$ cat src/rtl/plab3_mem_tdm_mem_arbiter.sv
// Time-division-multiplexed memory arbiter for two security-domain L2 caches.
// Slot ownership depends only on cycle count. A single response buffer is drained only in its owner's slot.
module plab3_mem_tdm_mem_arbiter #(
  parameter  int unsigned p_opaque_nbits = 8,
  parameter  int unsigned p_slot_len     = 16,
  parameter  int unsigned p_guard        = 4,
  parameter  int unsigned clw            = 128,
  parameter  int unsigned abw            = 32,
  localparam int unsigned req_nbits      = 3 + p_opaque_nbits + abw + 4 + clw,
  localparam int unsigned resp_nbits     = 3 + p_opaque_nbits + 4 + clw
) (
  input  logic                  clk,
  input  logic                  reset,

  input  logic                  req0_val,
  output logic                  req0_rdy,
  input  logic [req_nbits-1:0]  req0_msg,
  output logic                  resp0_val,
  input  logic                  resp0_rdy,
  output logic [resp_nbits-1:0] resp0_msg,

  input  logic                  req1_val,
  output logic                  req1_rdy,
  input  logic [req_nbits-1:0]  req1_msg,
  output logic                  resp1_val,
  input  logic                  resp1_rdy,
  output logic [resp_nbits-1:0] resp1_msg,

  output logic                  memreq_val,
  input  logic                  memreq_rdy,
  output logic [req_nbits-1:0]  memreq_msg,
  input  logic                  memresp_val,
  output logic                  memresp_rdy,
  input  logic [resp_nbits-1:0] memresp_msg,

  output logic                  cur_domain
);

  localparam int unsigned cnt_nbits = (p_slot_len > 2) ? $clog2(p_slot_len) : 1;
  localparam logic [cnt_nbits-1:0] slot_last = cnt_nbits'(p_slot_len - 1);
  localparam logic [cnt_nbits-1:0] win_end   = cnt_nbits'(p_slot_len - p_guard);

  typedef enum logic {
    DOM_L = 1'b0,
    DOM_H = 1'b1
  } dom_e;

  logic [cnt_nbits-1:0]  slot_cnt_q, slot_cnt_d;
  dom_e                  cur_domain_q, cur_domain_d;
  dom_e                  owner_q, owner_d;
  logic                  outst_q, outst_d;
  logic                  buf_full_q, buf_full_d;
  logic [resp_nbits-1:0] buf_q, buf_d;

  logic win;
  logic can_issue;
  logic req_fire;
  logic memresp_fire;
  logic deliver;
  logic deliver_fire;

  always_comb begin
    win          = (slot_cnt_q < win_end);
    can_issue    = win & ~outst_q & ~buf_full_q & ~reset;

    memreq_val   = ((cur_domain_q == DOM_H) ? req1_val : req0_val) & can_issue;
    memreq_msg   = (cur_domain_q == DOM_H) ? req1_msg : req0_msg;
    req0_rdy     = memreq_rdy & can_issue & (cur_domain_q == DOM_L);
    req1_rdy     = memreq_rdy & can_issue & (cur_domain_q == DOM_H);
    req_fire     = memreq_val & memreq_rdy;

    memresp_rdy  = ~buf_full_q & ~reset;
    memresp_fire = memresp_val & memresp_rdy;

    // Messages are zeroed while invalid so stale buffer contents of one domain never reach the other.
    deliver      = buf_full_q & (owner_q == cur_domain_q) & ~reset;
    resp0_val    = deliver & (owner_q == DOM_L);
    resp1_val    = deliver & (owner_q == DOM_H);
    resp0_msg    = resp0_val ? buf_q : '0;
    resp1_msg    = resp1_val ? buf_q : '0;
    deliver_fire = (resp0_val & resp0_rdy) | (resp1_val & resp1_rdy);

    cur_domain   = cur_domain_q;

    slot_cnt_d   = (slot_cnt_q == slot_last) ? '0 : slot_cnt_q + 1'b1;
    cur_domain_d = cur_domain_q;
    if (slot_cnt_q == slot_last)
      cur_domain_d = (cur_domain_q == DOM_L) ? DOM_H : DOM_L;

    outst_d    = outst_q;
    owner_d    = owner_q;
    buf_full_d = buf_full_q;
    buf_d      = buf_q;
    if (deliver_fire) begin
      buf_full_d = 1'b0;
      outst_d    = 1'b0;
    end
    if (req_fire) begin
      outst_d = 1'b1;
      owner_d = cur_domain_q;
    end
    if (memresp_fire) begin
      buf_full_d = 1'b1;
      buf_d      = memresp_msg;
    end
  end

  always_ff @(posedge clk) begin
    if (reset) begin
      slot_cnt_q   <= '0;
      cur_domain_q <= DOM_L;
      owner_q      <= DOM_L;
      outst_q      <= 1'b0;
      buf_full_q   <= 1'b0;
      buf_q        <= '0;
    end else begin
      slot_cnt_q   <= slot_cnt_d;
      cur_domain_q <= cur_domain_d;
      owner_q      <= owner_d;
      outst_q      <= outst_d;
      buf_full_q   <= buf_full_d;
      buf_q        <= buf_d;
    end
  end

endmodule

$ cat config.mk
export PLATFORM = sky130hd
export DESIGN_NAME = plab3_mem_tdm_mem_arbiter
export DESIGN_NICKNAME = d
export VERILOG_FILES = /design/src/rtl/plab3_mem_tdm_mem_arbiter.sv
export SDC_FILE = /design/constraint.sdc
export NUM_CORES = 1
export LEC_CHECK = 0
export CELL_PAD_IN_SITES_DETAIL_PLACEMENT = 1
export CELL_PAD_IN_SITES_GLOBAL_PLACEMENT = 1
export CORE_AREA = 2 2 380 382
export DETAILED_ROUTE_END_ITERATION = 10
export DIE_AREA = 0 0 382 384
export HOLD_SLACK_MARGIN = 0.1
export PLACE_DENSITY = 0.37
export SYNTH_ARGS = -nofsm -noshare
export SYNTH_HDL_FRONTEND = slang
export SYNTH_SLANG_ARGS = --single-unit
$ cat constraint.sdc
create_clock -name clk -period 4.1 [get_ports clk]
set_input_delay 0.41 -clock clk [delete_from_list [all_inputs] [get_ports clk]]
set_output_delay 0.41 -clock clk [all_outputs]
set_load 0.05 [all_outputs]
## Word level (Yosys, flattened, before mapping)

Index checks and enable logic that the tools add are counted.

| word-level totals | value |
|---|---|
| register bits after elaboration | 151 |
| input bits | 501 |
| output and inout port bits | 468 |

| cells by class | value |
|---|---|
| add/subtract/negate cells | 1 |
| order comparisons | 1 |
| equal/unequal tests | 2 |
| multiplexer cells | 8 |
| bitwise operators | 22 |
| reductions and logical operators | 3 |

Operators by type and width:

| kind | number |
|---|---|
| 143-bit 2-to-1 mux | 2 |
| 175-bit 2-to-1 mux | 1 |
| 1-bit bitwise AND | 16 |
| 1-bit 2-to-1 mux | 5 |
| 1-bit NOT | 5 |
| 4-bit by 1-bit adder with 4-bit output, second input constant | 1 |
| 4-bit equality test, second input constant | 1 |
| 4-bit less-than comparator, second input constant | 1 |
| 2-bit nonzero test | 2 |
| 2-bit OR reduction | 1 |
| 1-bit equality test | 1 |
| 1-bit OR | 1 |

## Longest topological paths before layout

| depth | value |
|---|---|
| word-level depth | 8 |
| gate-level depth with buffers | 7 |
| gate-level depth less buffers | 4 |

## Least setup slack after synthesis

OpenSTA, ideal clock, no wires.

| timing path | value |
|---|---|
| path kind | input -> output |
| from | input port reset |
| to | output port req0_rdy |
| data arrival time | 2.420 ns |
| data required time | 3.690 ns |
| slack | 1.270 ns |
| cell stages on the path | 5 |
| path buffers | 2 |
| cells stage by stage | buf_6 clkbuf_1 nor2_1 nand3_1 nor2_1 |

| between the ends | value |
|---|---|
| word-level cells in the longest chain between the ends | 4 |

Ends and longest elaborated chain:

| element | RTL line | RTL |
|---|---|---|
| start: declaration | 13 | `input logic reset,` |
| 1-bit NOT | 64 | `can_issue = win & ~outst_q & ~buf_full_q & ~reset;` |
| 1-bit bitwise AND | 64 |  |
| 1-bit bitwise AND (2 in series) | 68 | `req0_rdy = memreq_rdy & can_issue & (cur_domain_q == DOM_L);` |
| end: declaration | 16 | `output logic req0_rdy,` |

No other way between the ends.

## Final worst setup path

| timing path | value |
|---|---|
| from | register cur_domain_q (netlist: cur_domain) |
| to | output port memreq_val |

| between the ends | value |
|---|---|
| word-level cells in the longest chain between the ends | 2 |

Ends and longest elaborated chain:

| element | RTL line | RTL |
|---|---|---|
| start: declaration | 49 | `dom_e cur_domain_q, cur_domain_d;` |
| start signal: assignment | 118 | `cur_domain_q <= cur_domain_d;` |
| 1-bit 2-to-1 mux | 66 | `memreq_val = ((cur_domain_q == DOM_H) ? req1_val : req0_val) & can_issue;` |
| 1-bit bitwise AND | 66 |  |
| end: declaration | 29 | `output logic memreq_val,` |

No other way between the ends.

==> summary.txt <==
Status
  • Status: complete, no violations

Worst setup path
  • Critical Path Max Stage Delay: about 0.83 ns
  • Setup crit start: cur_domain
  • Critical-path cell list: buf_4 > nand2_1 > a21boi_0 > nor2_1 > clkdlybuf4s50_1
  • Crit Path Class: register to output pin
  • Critical-path cell with the highest stage delay: clkdlybuf4s50_1
  • Register-to-register setup slack: around 2.1 ns
  • Signal arrival time at the worst endpoint: 3.11 ns
  • WP data required: 3.69 ns
  • Crit Path Max Fanout: 33
  • CP Launch Type: register
  • Critical Path End Type: output pin
  • Worst reg2reg startpoint: cur_domain
  • R2R depth: 4
  • Worst r2r dst: outst_q

Worst hold path
  • Hold Crit Endpoint: buf_full_q
  • Hold depth: 2
  • Hold path startpoint: reset
  • HP Class: primary input to register

Timing
  • Final hold violation count: 0
  • Slew HR: 39.3%
  • RSZ-0062 raised after global routing: no
  • Clock skew: between 0.01 and 0.015 ns
  • Final Setup Violations: 0
  • Worst Tran Pin Value: 0.910 ns
  • Setup TNS: 0 ns
  • Max Freq: 0.284 GHz
  • Fin crit period: 3.52 ns
  • Fin crit share: 85.9%
  • Max-slew violation count: 0

Routing
  • Via Count: 12,300
  • Initial DRC Count: 458
  • DR WL/cell: about 26 um
  • Vias per inst: 3.06
  • Final wirelength: 107 mm
  • Antenna viol nets, final: 0
  • DRT Pass-1 Iters: 4
  • Drt drc: 0

Global routing
  • Congestion Overflow GR: 0
  • Most Used Layer, Global Route: met2
  • Met2 Use GR: 23.7%
  • Largest net degree at the start of global routing: 189
  • Vias in the first global route: 13,000
  • Total Routing Usage GR: 14.0%
  • M1 GR Usage: 16.0%
  • Initial antenna violation count: a little under 100
  • First-pass GRT wire length: 135 mm
  • GR Util met3: 6.75%

Power
  • Power Total: 5.01 mW
  • Switching Power: about 1.8 mW
  • Power share of the combinational group: 33.2%
  • PwrDens: 223 nW/um^2
  • Switching portion of total power: 36.0%
  • Cell-internal power: 3.21 mW
  • Clk network pwr share: roughly 33%
  • Max VDD drop: 0.226 mV
  • Sequential share of power: between 30% and 40%
  • Leak Pwr: approximately 7.8 nW

Clocking
  • Post-CTS setup buffer count: 0
  • Clk sinks: 151
  • CTS buffer count: 17
  • Htree depth: 4
  • Clock transition at the registers of the reported paths: about 0.080 ns
  • CTS Hold Buffers Added: 0
  • Clock Latency Late Sink: roughly 0.51 ns
  • Post-CTS sizing: 0
  • Root Buffer Master: clkbuf_16
  • CTS tree: done
  • Clock tree buffer depth: 2

Synth
  • Share of the synthesized area in the top cell type: 31.1%
  • Commonest cells post-synth: and2_1 (287), mux2_2 (175), dfxtp_1 (151)
  • Number of synthesized flops with an enable pin: 0
  • Synth Instances: roughly 1,200
  • Most frequent cell after synthesis: and2_1
  • Area contributors post-synth: dfxtp_1 (31%), mux2_2 (20%), and2_1 (18%)
  • Syn Area/Cell: 8.23 sq um
  • Mapped Area: 9710 sq um
  • FFs w/ async S/R, synth: 0%
  • Post-Syn Nets: 1,681
  • Synth area leader: dfxtp_1
  • Seq/Total Area, Yosys: 31.1%
  • Warnings, synthesis: 0
  • Netlist cell types: 32
  • Top_reg_cell synth: dfxtp_1
  • Flops & latches, synth: 151

Floorplan
  • Chip width: 382 um
  • I/O pins: 969
  • Die height: about 380 um
  • Site row count: 139
  • Core ar.: approximately 140,000 sq um
  • Initial core utilization: around 6.8%
  • Die area: 147,000 sq um

Placed design
  • Detail Placement HPWL: 93.5 mm
  • PortBufs: 968
  • GP Congestion: slightly above 1

Finish
  • # fillers: ~17,000
  • Final Util: 15.7%
  • Multi-input logic area: 6160 sq um
  • Net count, final: 2,589
  • Share of layout cells above drive strength 1: a little under a fifth
  • Register Area: 3030 sq um
  • Layout area overhead: 132%

Run
  • Max Cap Violations: 0
-- cell families (layout without fill, tap and decap cells) --
family,Yosys count,after routing,share of synthesized area [%]
adder cells (fa/ha/maj),1,1,0.129
AND/OR/NAND/NOR,596,596,34.8
other,0,25,0
multiplexers,175,175,20.3
flip-flops,151,151,31.1
XOR/XNOR,2,2,0.180
buffers and inverters,101,1022,5.38
AO/OA/AOI/OAI,153,153,8.04
-- cells in the final DEF, fill, tap and decap left out, types with 4 or more instances in the layout --
cell type and n:
a21oi_1 4, nand2b_1 144, dfxtp_1 150, diode_2 25
and2_1 287, buf_12 64, buf_4 106, o21ai_1 54
clkbuf_16 17, nor2_1 7, mux2_2 175, inv_6 4
nand2_1 146, o21ai_0 90, clkdlybuf4s50_1 817
-- final cells by class --
| cell class | count | area share, % |
|---|---|---|
| antenna | 25 | 0.278 |
| clock buffer | 20 | 2.03 |
| clock inverter | 12 | 0.529 |
| inverter | 3 | 0.0501 |
| multi-input combinational | 927 | 27.4 |
| sequential | 151 | 13.5 |
| tap | 1903 | 10.6 |
| timing repair buffer | 987 | 45.6 |
-- worst max-delay path: cells and delay by family, from the launching register on --
kind	cells	cell delay (ns)
buffers and inverters	2	1.36
and+or+nand+nor	2	0.31
AOI/OAI and AO/OA	1	0.17
DFF	1	0.68
-- worst max-delay path by stage --
stage	endpoint	slack, ns	cells after the start
5_1_grt	memreq_val	0.34	5
4_1_cts	memreq_val	0.41	5
6_report	memreq_val	0.58	5
3_3_place_gp	memreq_val	1.05	5
2_1_floorplan	req0_rdy	1.27	5
3_5_place_dp	memreq_val	1.04	5
-- power groups by stage --
stage / Combinational, mW / Sequential [mW] / Clock, mW
floorplan: 0.728 / 1.65 / 0
global placement: 1.68 / 1.71 / 0
detailed placement: 1.69 / 1.72 / 0
CTS: 1.70 / 1.68 / 1.80
global route: 1.75 / 1.70 / 1.82
finish: 1.66 / 1.67 / 1.67
-- metal layers --
metal | up-vias | part of all wire [%] | routed length (um)
li1 | 5669 | - | -
met1 | 5792 | 39 | 42000
met2 | 657 | 48 | 51100
met3 | 131 | 11 | 11700
met4 | 62 | 1.5 | 1560
met5 | - | 0.36 | 381
-- through the flow --
step	worst slack (ns)	hold WS, ns	cell area (sq um)	std cells
final	0.579	0.180	22500	4028
after global routing	0.336	0.160	22400	4004
after CTS	0.410	0.144	22400	4003
after detailed placement	1.04	0.466	21800	3971
after global placement	1.05	0.448	21800	3971
after floorplan	1.27	0.437	9710	1179
-- state kept, by name, indices dropped and copies added (netlist names) --
register and flops:
outst_q 1, buf_full_q 1, buf_q 143, cur_domain 1, owner_q 1, slot_cnt_q 4
Note: power is estimated with default switching activity, not from simulation.
==> patch 1 (same flow settings) <==
Reset style: asynchronous (`reset`), changed in one clocked block.
--- a/src/rtl/plab3_mem_tdm_mem_arbiter.sv
+++ b/src/rtl/plab3_mem_tdm_mem_arbiter.sv
@@ -105,7 +105,7 @@
     end
   end
 
-  always_ff @(posedge clk) begin
+  always_ff @(posedge clk or posedge reset) begin
     if (reset) begin
       slot_cnt_q   <= '0;
       cur_domain_q <= DOM_L;
Function: no difference found for any inputs over 4 cycles, from zero or initial values and one cycle with reset high; that may be too few to reach the edited logic, so the function may still have changed.
==> patch 1 against the unedited design <==
- critical path type unchanged
- cell area fell by 1.4%
- worst setup slack improved by 22 ps
- first-iteration DRC count fell by 26%
- wire length is 10% lower
- sequential cell count unchanged
- combinational power is 46% higher
- clock skew shrank 3.3 ps
- area after synthesis increased by 0.14%
- total power rose by 47%
- critical endpoint is now resp1_msg[63]
- highest routed layer unchanged
- maximum frequency grew 0.63%
==> patch 1: results (changes against the unedited design) <==
Run status
  – Status: completed

Logic synthesis
  – Synth Cell Area: 9721 µm² (+0.14%)
  – Net Count, Synth: 1357 (-19%)
  – Average size of a mapped cell: 11.37 µm² (+38%)
  – Seq/Total Area, Yosys: 38.87% (+7.7 points)
  – Cell variety after synth: 29 (-9.4%)
  – Post-synth ARST share: 100.0% (+100 points)
  – Top post-synthesis cells by count: and2_1, mux2_2, dfrtp_1
  – Synth area leaders: dfrtp_1, mux2_2, and2_1

GRT
  – Gr usage total: 12.66% (-1.3 points)
  – Vias in the first global route: 11.79k (-9.1%)
  – Initial antenna violation count: 43 (-57%)
  – First-pass GRT wire length: 121400 µm (-10%)
  – Pin count of the biggest net entering global routing: 109 (-42%)

Pwr
  – Lkg Pwr: 8.241 nW (+5.1%)
  – Peak supply drop: 0.2655 mV (+17%)

Worst setup path
  – Worst R2R End: buf_q[15]
  – Reg2reg start: buf_full_q
  – Slowest Stage Delay on Critical Path: 850 ps (+20 ps)
  – Crit. Startpoint: cur_domain
  – R2R depth: 5 (+1)
  – WP data arrival: 3090 ps (-20 ps)
  – CP Max Fanout: 109 (+230%)

Timing
  – Worst-Margin Slew: 852.6 ps (-57.70 ps)
  – Final Critical Period: 3499 ps (-22.16 ps)
  – Skew final: 9.138 ps (-3.284 ps)

Hold path
  – WHS Endpoint: buf_q[45]
  – Hold Startpoint: memresp_msg[45]

Route
  – Initial drt markers: 341 (-26%)
  – Routed WL: 95920 µm (-10%)
  – Routed vias: 10.65k (-13%)

Place
  – Gpl congestion: 0.9418 (-8.9%)
  – Worst slack, placed: 697.9 ps (-340.3 ps)
  – Detail Placement HPWL: 84540 µm (-9.6%)
  – Dpl cell area: 21490 µm² (-1.6%)

Final layout
  – Layout cell share with drive strength beyond 1: 21.13% (+2.9 points)
  – Post-Layout Cell Count: 3718 (-7.7%)
  – Fin nets: 2292 (-11%)

Clocking
  – Worst skew pair latency: 500 ps
## patch 1: critical path: cells and delay by family, from the launching register on
kind	cells	cell delay [ps]
buffers and inverters	2	1170
DFF	1	790
and+or+nand+nor	3	520
## patch 1: worst max path at each step
stage / depth (start not counted) / end
after CTS: 5 / resp1_msg[63]
after global routing: 5 / resp1_msg[63]
after global placement: 6 / resp0_msg[30]
after detailed placement: 6 / resp0_msg[30]
after floorplan: 4 / resp1_msg[133]
final: 5 / resp1_msg[63]
## patch 1: metrics by stage
step                hold WS [ps]  util (%)
floorplan                  449.5         -
global placement           461.9     15.05
detailed placement         487.7     15.05
CTS                        412.3     15.50
global route               456.4     15.51
finish                     492.4     15.52
## patch 1: kinds of logic after synthesis
family | share of synthesized area (%)
muxes | 36.94
and+or+nand+nor | 19.35
DFF | 38.87
buffers and inverters | 3.810
AOI/OAI and AO/OA | 0.7208
xor gates and xnor gates | 0.1802
adders and majority gates | 0.1287
## patch 1: layer usage
| layer | GRT usage [%] | part of all wire (%) | up-vias |
|---|---|---|---|
| met3 | 4.267 | 7.5 | 64 |
| li1 | - | - | 4763 |
| met2 | 24.28 | 55 | 472 |
| met1 | 13.24 | 36 | 5333 |
| met5 | 0 | 0.14 | - |
| met4 | 2.610 | 1.3 | 20 |
## patch 1: area by class of cell
cell class,instances,area (µm²)
tap,1903,2381
multi-input combinational,633,5579
timing repair buffer,982,9722
clock inverter,15,224.0
sequential,151,3782
clock buffer,17,425.4
fill,16480,120600
antenna,12,30.03
inverter,5,22.52
## patch 1: power by group
| group | switching [mW] | internal (mW) |
|---|---|---|
| clock network | 0.794 | 1.08 |
| registers | 0.828 | 2.22 |
| logic | 1.15 | 1.27 |
==> patch 2 (same settings) <==
Without the edit above. Set the parameter `p_slot_len` to 32 (it was 16).
--- a/src/rtl/plab3_mem_tdm_mem_arbiter.sv
+++ b/src/rtl/plab3_mem_tdm_mem_arbiter.sv
@@ -2,7 +2,7 @@
 // Slot ownership depends only on cycle count. A single response buffer is drained only in its owner's slot.
 module plab3_mem_tdm_mem_arbiter #(
   parameter  int unsigned p_opaque_nbits = 8,
-  parameter  int unsigned p_slot_len     = 16,
+  parameter  int unsigned p_slot_len     = 32,
   parameter  int unsigned p_guard        = 4,
   parameter  int unsigned clw            = 128,
   parameter  int unsigned abw            = 32,
Check against the original RTL: no difference found for any inputs over 4 cycles, from zero or initial values and one cycle with reset high; that may be too few to reach the edited logic, so the function may still have changed.
==> patch 2 against the unedited design <==
- worst setup slack worse by 120 ps
- sequential power is 4% higher
- critical path depth stayed put
- total power rose by 2.2%
- via count down 0.45%
- die area unchanged
- sequential cell count increased by 1
- wire length shrank 13%
- cell area shrank 1.4%
- area after synthesis up 0.46%
- clock power rose by 5%
- first-iteration DRC count is 7.2% lower
- register-to-register slack improved by 120 ps
- critical path type unchanged
- critical endpoint is now resp1_msg[12]
- highest routed layer unchanged
==> patch 2: results (changes against the unedited design) <==
Run status
  – Status: completed

Logic synthesis
  – Seq/Total Area, Yosys: 31.20% (+0.061 points)
  – Average size of a mapped cell: 8.278 µm² (+0.55%)
  – Synth area leaders: dfxtp_1, mux2_2, and2_1
  – Flops & latches, synth: 152 (+0.66%)

Route
  – Initial drt markers: 425 (-7.2%)
  – DR WL met3: 9088 µm (-22%)
  – Routed WL: 92900 µm (-13%)
  – Met2 wire len: 47530 µm (-7.0%)
  – M1 wire length: 32560 µm (-22%)

Timing
  – Worst hold slack: 328.9 ps (+149.0 ps)
  – Worst-Margin Slew: 854.8 ps (-55.58 ps)

GRT
  – Met3 usage: 5.626% (-1.1 points)
  – Initial antenna violation count: 108 (+9.1%)
  – First-pass GRT wire length: 120700 µm (-11%)
  – Pin count of the biggest net entering global routing: 125 (-34%)
  – GR Layer Usage met1: 12.11% (-3.9 points)
  – Vias in the first global route: 13.18k (+1.5%)
  – Gr usage total: 12.23% (-1.8 points)
  – Met2 usage: 22.08% (-1.7 points)

Hold path
  – WHS Endpoint: outst_q
  – Cell depth of the worst hold path: 4 (+2)

Pwr
  – Peak supply drop: 0.3179 mV (+41%)
  – Lkg Pwr: 7.499 nW (-4.4%)
  – Clk. pwr: 1.76 mW (+5%)
  – P_int: 3.358 mW (+4.6%)

Final layout
  – Non-CTS inverters: 1 (-2)
  – Layout clock area frac: 2.739% (+0.18 points)
  – Buffering overhead: 44.37% (-1.3 points)
  – Fill cells: 16.82k (+0.78%)
  – Top Registers: buf_q: 143 flops, slot_cnt_q: 5 flops
  – Antenna cell count: 44 (+76%)
  – Fin nets: 2587 (-0.077%)
  – Footprint of the multi-input gates: 6173 µm² (+0.18%)
  – Sequential share of cell area: 13.75% (+0.29 points)
  – Layout cell share with drive strength beyond 1: 12.60% (-5.6 points)

Place
  – Dpl cell area: 21430 µm² (-1.8%)
  – Worst slack, placed: 835.8 ps (-202.4 ps)
  – Placed Instances: 3968 (-0.076%)
  – Detail Placement HPWL: 81420 µm (-13%)

Worst setup path
  – R2R depth: 5 (+1)
  – CP Max Fanout: 64 (+94%)
  – WP data arrival: 3230 ps (+120 ps)
  – Reg2reg start: buf_full_q
==> patch 2: worst max path at each step <==
| stage | end | start | slack (ps) | cells after the start |
|---|---|---|---|---|
| after floorplan | resp1_msg[133] | cur_domain | 1510 | 4 |
| after global placement | resp1_msg[7] | reset | 890 | 6 |
| after detailed placement | resp1_msg[12] | reset | 840 | 6 |
| after CTS | resp1_msg[12] | buf_full_q | 300 | 5 |
| after global routing | resp1_msg[23] | buf_full_q | 220 | 5 |
| final | resp1_msg[12] | buf_full_q | 460 | 5 |
==> patch 2: kinds of logic (layout without fill, tap and decap cells) <==
family | Yosys count | in the layout | synth area share (%)
buffers and inverters | 99 | 1017 | 5.491
AO/OA/AOI/OAI | 149 | 149 | 7.801
flip-flops | 152 | 152 | 31.20
XOR/XNOR | 3 | 3 | 0.2695
adder cells (fa/ha/maj) | 2 | 2 | 0.2566
other | 0 | 44 | 0
AND/OR/NAND/NOR | 598 | 598 | 34.77
multiplexers | 175 | 175 | 20.21
